$ cat config.mk
export PLATFORM = sky130hd
export DESIGN_NAME = ram_boot_loader
export DESIGN_NICKNAME = d
export VERILOG_FILES = /design/src/rtl/cpu_init_pkg.sv /design/src/rtl/ram_boot_loader.sv
export SDC_FILE = /design/constraint.sdc
export NUM_CORES = 1
export LEC_CHECK = 0
export CAP_MARGIN = 20
export CORE_UTILIZATION = 48
export DETAILED_ROUTE_END_ITERATION = 8
export GPL_TIMING_DRIVEN = 0
export PLACE_DENSITY = 0.77
export SYNTH_ARGS = -nofsm -noshare
export SYNTH_HDL_FRONTEND = slang
export SYNTH_SLANG_ARGS = --single-unit
$ cat constraint.sdc
create_clock -name in_clk -period 2.6 [get_ports in_clk]
set_input_delay 0.52 -clock in_clk [delete_from_list [all_inputs] [get_ports in_clk]]
set_output_delay 0.52 -clock in_clk [all_outputs]
set_load 0.02 [all_outputs]
$ cat src/rtl/cpu_init_pkg.sv
// Shared definitions for the CPU RAM boot loader.
//   ADDR_W : RAM / ROM address and data byte width
//   IDX_W  : byte index width (one extra bit so 256 bytes can be counted)
//   CNT_W  : shared FETCH-latency / RELEASE-hold down-counter width
package cpu_init_pkg;

  localparam int unsigned ADDR_W = 8;
  localparam int unsigned IDX_W  = 9;
  localparam int unsigned CNT_W  = 4;

  typedef enum logic [2:0] {
    ST_IDLE    = 3'd0,
    ST_FETCH   = 3'd1,
    ST_MAR     = 3'd2,
    ST_GAP     = 3'd3,
    ST_RAM     = 3'd4,
    ST_NEXT    = 3'd5,
    ST_RELEASE = 3'd6,
    ST_DONE    = 3'd7
  } boot_state_e;

endpackage

$ cat src/rtl/ram_boot_loader.sv
// Copies PROG_LEN bytes from the program ROM into the CPU RAM through the
// CPU init port, holding the CPU in reset until the whole image is loaded.
// Ports:
//   in_clk, reset_n  : clock, async active-low reset
//   start            : load request (honoured in IDLE or DONE only)
//   rom_addr/rom_data: program ROM read port
//   loading_ram      : selects the init path into the CPU RAM
//   set_mar_init     : one-cycle MAR load pulse (addr_init)
//   set_ram_init     : one-cycle RAM write pulse (instr_from_rom)
//   cpu_reset        : active-high CPU reset, low only once loading is done
//   busy, done       : status
module ram_boot_loader
  import cpu_init_pkg::*;
#(
  parameter int unsigned PROG_LEN = 256,
  parameter int unsigned ROM_LAT  = 1,
  parameter int unsigned RST_HOLD = 2
) (
  input  logic              in_clk,
  input  logic              reset_n,
  input  logic              start,
  output logic [ADDR_W-1:0] rom_addr,
  input  logic [ADDR_W-1:0] rom_data,
  output logic              loading_ram,
  output logic              set_mar_init,
  output logic [ADDR_W-1:0] addr_init,
  output logic              set_ram_init,
  output logic [ADDR_W-1:0] instr_from_rom,
  output logic              cpu_reset,
  output logic              busy,
  output logic              done
);

  boot_state_e       state_q, state_d;
  logic [IDX_W-1:0]  idx_q, idx_d;
  logic [CNT_W-1:0]  cnt_q, cnt_d;
  logic [ADDR_W-1:0] instr_d;
  logic              loading_d, mar_d, ram_d, cpu_reset_d, busy_d, done_d;

  // Both ports present the current byte index; the index is itself a register.
  assign rom_addr  = idx_q[ADDR_W-1:0];
  assign addr_init = idx_q[ADDR_W-1:0];

  // Next-state, counter and output decode. Outputs are decoded from the next
  // state and registered, so they line up with the state they describe.
  always_comb begin
    state_d = state_q;
    idx_d   = idx_q;
    cnt_d   = cnt_q;
    instr_d = instr_from_rom;

    case (state_q)
      ST_IDLE, ST_DONE: begin
        if (start) begin
          state_d = ST_FETCH;
          idx_d   = '0;
          cnt_d   = CNT_W'(ROM_LAT - 1);
        end
      end
      ST_FETCH: begin
        if (cnt_q == '0) begin
          state_d = ST_MAR;
          instr_d = rom_data;
        end else begin
          cnt_d = cnt_q - CNT_W'(1);
        end
      end
      ST_MAR: state_d = ST_GAP;
      ST_GAP: state_d = ST_RAM;
      ST_RAM: state_d = ST_NEXT;
      ST_NEXT: begin
        idx_d = idx_q + IDX_W'(1);
        if (idx_q < IDX_W'(PROG_LEN - 1)) begin
          state_d = ST_FETCH;
          cnt_d   = CNT_W'(ROM_LAT - 1);
        end else begin
          state_d = ST_RELEASE;
          cnt_d   = CNT_W'(RST_HOLD - 1);
        end
      end
      ST_RELEASE: begin
        if (cnt_q == '0) begin
          state_d = ST_DONE;
        end else begin
          cnt_d = cnt_q - CNT_W'(1);
        end
      end
      default: state_d = ST_IDLE;
    endcase

    loading_d   = state_d inside {ST_FETCH, ST_MAR, ST_GAP, ST_RAM, ST_NEXT};
    mar_d       = (state_d == ST_MAR);
    ram_d       = (state_d == ST_RAM);
    busy_d      = loading_d || (state_d == ST_RELEASE);
    done_d      = (state_d == ST_DONE);
    cpu_reset_d = (state_d != ST_DONE);
  end

  // State and output registers.
  always_ff @(posedge in_clk or negedge reset_n) begin
    if (!reset_n) begin
      state_q        <= ST_IDLE;
      idx_q          <= '0;
      cnt_q          <= '0;
      instr_from_rom <= '0;
      loading_ram    <= 1'b0;
      set_mar_init   <= 1'b0;
      set_ram_init   <= 1'b0;
      busy           <= 1'b0;
      done           <= 1'b0;
      cpu_reset      <= 1'b1;
    end else begin
      state_q        <= state_d;
      idx_q          <= idx_d;
      cnt_q          <= cnt_d;
      instr_from_rom <= instr_d;
      loading_ram    <= loading_d;
      set_mar_init   <= mar_d;
      set_ram_init   <= ram_d;
      busy           <= busy_d;
      done           <= done_d;
      cpu_reset      <= cpu_reset_d;
    end
  end

endmodule
==> flow_metrics.env <==
export IMPL_critical_path_class="flop to flop"
export IMPL_drc=0
export IMPL_synth_seq_area_share_pct=47.29
export IMPL_cts_setup_buffers=0
export IMPL_cts_htree_levels=2
export IMPL_synth_top_area_share_pct=45.63
export IMPL_cts_hold_buffers=0
export IMPL_r2r_start="cnt_q[0]"
export IMPL_grt_pass1_vias=1265
export IMPL_clock_sinks=30
export IMPL_ys_ff_latch=30
export IMPL_num_rows=20
export IMPL_syn_area_um2=1590
export IMPL_placedCellCount=234
export IMPL_synth_distinct_cells=47
export IMPL_worstPathArrival_ns=2.37
export IMPL_fin_nets=211
export IMPL_wl_per_cell_um=13.67
export IMPL_fill_cells=269
export IMPL_avgSynthCellArea_um2=10.67
export IMPL_skew_ns=0.009493
export IMPL_final_max_slew_viol_count=0
export IMPL_start_util_pct=51.25
export IMPL_path_cells="inv_1 -> ha_1 -> or4b_1 -> a221oi_2 -> or2_4 -> mux2_1"
export IMPL_antenna_found_initial=0
export IMPL_hpwl_um=2476
export IMPL_cts_path_max_buffers=2
export IMPL_hold_viol_final=0
export IMPL_vdd_drop_max_mv=0.6740
export IMPL_relSlewSlack_pct=49.76
export IMPL_cts_root_buf="clkbuf_4"
export IMPL_crit_path_start_kind="flop"
export IMPL_drt_iter0_drc=35
export IMPL_final_cell_mix="40 x clkdlybuf4s50_1, 29 x dfrtp_1, 16 x buf_4"
export IMPL_yosysTopAreaCell="dfrtp_1"
export IMPL_globalplace_congestion=0.8000
export IMPL_worstMarginPinSlew_ns=0.7512
export IMPL_p_per_area_nw_per_um2=1033
export IMPL_syn_nets=163
export IMPL_cp_required_ns=2.82
export IMPL_die_x_um=59.56
export IMPL_die_y_um=59.56
export IMPL_cts_clk_slew_worst_paths_ns=0.10
export IMPL_synth_flop_cell="dfrtp_1"
export IMPL_final_min_clock_period_ns=2.154
export IMPL_hold_path_class="flop to flop"
export IMPL_cts_resized=0
export IMPL_critPathMaxStageDelay_ns=0.46
export IMPL_setup_slack_ns=0.4464
export IMPL_critPathLaunch="cnt_q[0]"
export IMPL_syn_inst=149
export IMPL_io_buffers=40
export IMPL_timing_fmax_mhz=464.3
export IMPL_fin_setup_tns_ns=0
export IMPL_cp_max_fo=5
export IMPL_instances_no_fill=242
export IMPL_synth_warnings=0
export IMPL_drt_total_wl_um=3309
export IMPL_grt_usage_pct=21.20
export IMPL_cap_viol_max_count=0
export IMPL_slowest_stage="or4b_1"
export IMPL_min_from="instr_from_rom[2]"
export IMPL_grt_remaining_overflow=0
export IMPL_grt_pass1_wl_um=5423
export IMPL_clkLatencyLatePin_ns=0.33
export IMPL_grt_max_degree=17
export IMPL_synth_area_leaders="dfrtp_1 46%, buf_4 7.6%, mux2_2 6.4%, o21ai_0 2.8%, ha_1 2.4%"
export IMPL_layout_commonest_cell="clkdlybuf4s50_1"
export IMPL_cts_tree="done"
export IMPL_leakagePower_nw=0.9567
export IMPL_place_worst_setup_slack_ns=0.3500
export IMPL_io_pins=41
export IMPL_drtAntennaViolNets=0
export IMPL_die_area_um2=3547
export IMPL_min_period_over_period_pct=82.83
export IMPL_syn_to_final_growth_pct=33.91
export IMPL_antennaDiodeCount=0
export IMPL_status="complete, no violations"
export IMPL_cp_end_kind="flop"
export IMPL_cts_buffers=5
export IMPL_drive_gt1_share_pct=22.73
export IMPL_synth_edff_count=0
export IMPL_via_count=1292
export IMPL_setup_viol=0
export IMPL_async_flop_share_pct=100.0
export IMPL_core_area_um2=3103
export IMPL_rsz0062_at_grt="false"
export IMPL_viasPerCell=5.339
export IMPL_first_pass_iters=4
## through the flow
| stage | power [mW] | instance area [µm²] | hold WS [ns] | util, % |
|---|---|---|---|---|
| 3_3_place_gp | 1.879 | 2046 | 0.4898 | 65.93 |
| 5_1_grt | 2.349 | 2130 | 0.5398 | 68.63 |
| 6_report | 2.199 | 2130 | 0.5205 | 68.63 |
| 3_5_place_dp | 1.924 | 2073 | 0.4969 | 66.81 |
| 4_1_cts | 2.208 | 2130 | 0.5240 | 68.63 |
| 2_1_floorplan | 1.500 | 1590 | 0.2244 | - |
## power breakdown
group	switching, mW	internal [mW]
Clock	0.167	0.105
Sequential	0.114	0.624
Combinational	0.601	0.587
## critical path: cells and delay by family (launching register included)
| family | cells | cell delay (ns) |
|---|---|---|
| adder cells (fa/ha/maj) | 1 | 0.16 |
| buffers and inverters | 1 | 0.09 |
| AO/OA/AOI/OAI | 1 | 0.38 |
| flip-flops | 1 | 0.43 |
| AND/OR/NAND/NOR | 2 | 0.68 |
| multiplexers | 1 | 0.31 |
## final timing paths
kind                                     end  slack, ns  cells after the start
setup / recovery                    cnt_q[0]       0.45                      6
hold / removal             instr_from_rom[2]       0.52                      1
setup reg to reg                    cnt_q[0]       0.45                      6
hold reg to reg            instr_from_rom[2]       0.52                      1
max in group asynchronous           idx_q[2]       1.45                      2
min in group asynchronous  instr_from_rom[4]       0.62                      1
## synthesized netlist by cell type (2+ instances only)
master	count
dfrtp_1	29
buf_4	16
mux2_2	9
o21ai_0	9
nand2_1	8
nor2_1	8
inv_1	6
and3_1	5
a21oi_1	4
o31ai_1	4
a31oi_1	3
ha_1	3
nand3_1	3
nor3_1	3
and3b_1	2
buf_2	2
clkbuf_1	2
nand2b_1	2
nor4_1	2
xor2_1	2
## kinds of logic (layout without fill, tap and decap cells)
group	count (synthesis)	count (layout)	share of synthesized area [%]
adders and majority gates	3	3	2.361
DFF	30	30	47.29
buffers and inverters	26	75	10.07
muxes	10	10	7.081
and+or+nand+nor	44	44	16.29
xor gates and xnor gates	2	2	1.102
AOI/OAI and AO/OA	34	34	15.82
## registers in the layout (all words and copies together) (netlist names)
signal	flops
cnt_q	4
instr_from_rom	8
idx_q	9
loading_ram	1
set_ram_init	1
busy	1
set_mar_init	1
state_q	3
cpu_reset	1
done	1
## cell type report
class	instances	area, µm²	area share, %
inverter	6	22.52	1.058
sequential	30	752.0	35.31
timing repair buffer	41	427.9	20.09
clock inverter	2	15.01	0.7051
buffer	20	137.6	6.463
clock buffer	6	41.29	1.939
multi-input combinational	93	678.2	31.84
tap	44	55.05	2.585
## routing by layer
metal / share of wire (%) / GRT usage, % / vias up
met4: 1.3 / 7.641 / 0
met1: 45 / 25.50 / 617
met3: 6.8 / 8.515 / 7
met2: 47 / 34.35 / 41
met5: 0 / 0 / -
li1: - / - / 627
(Power assumes the default switching activity.)
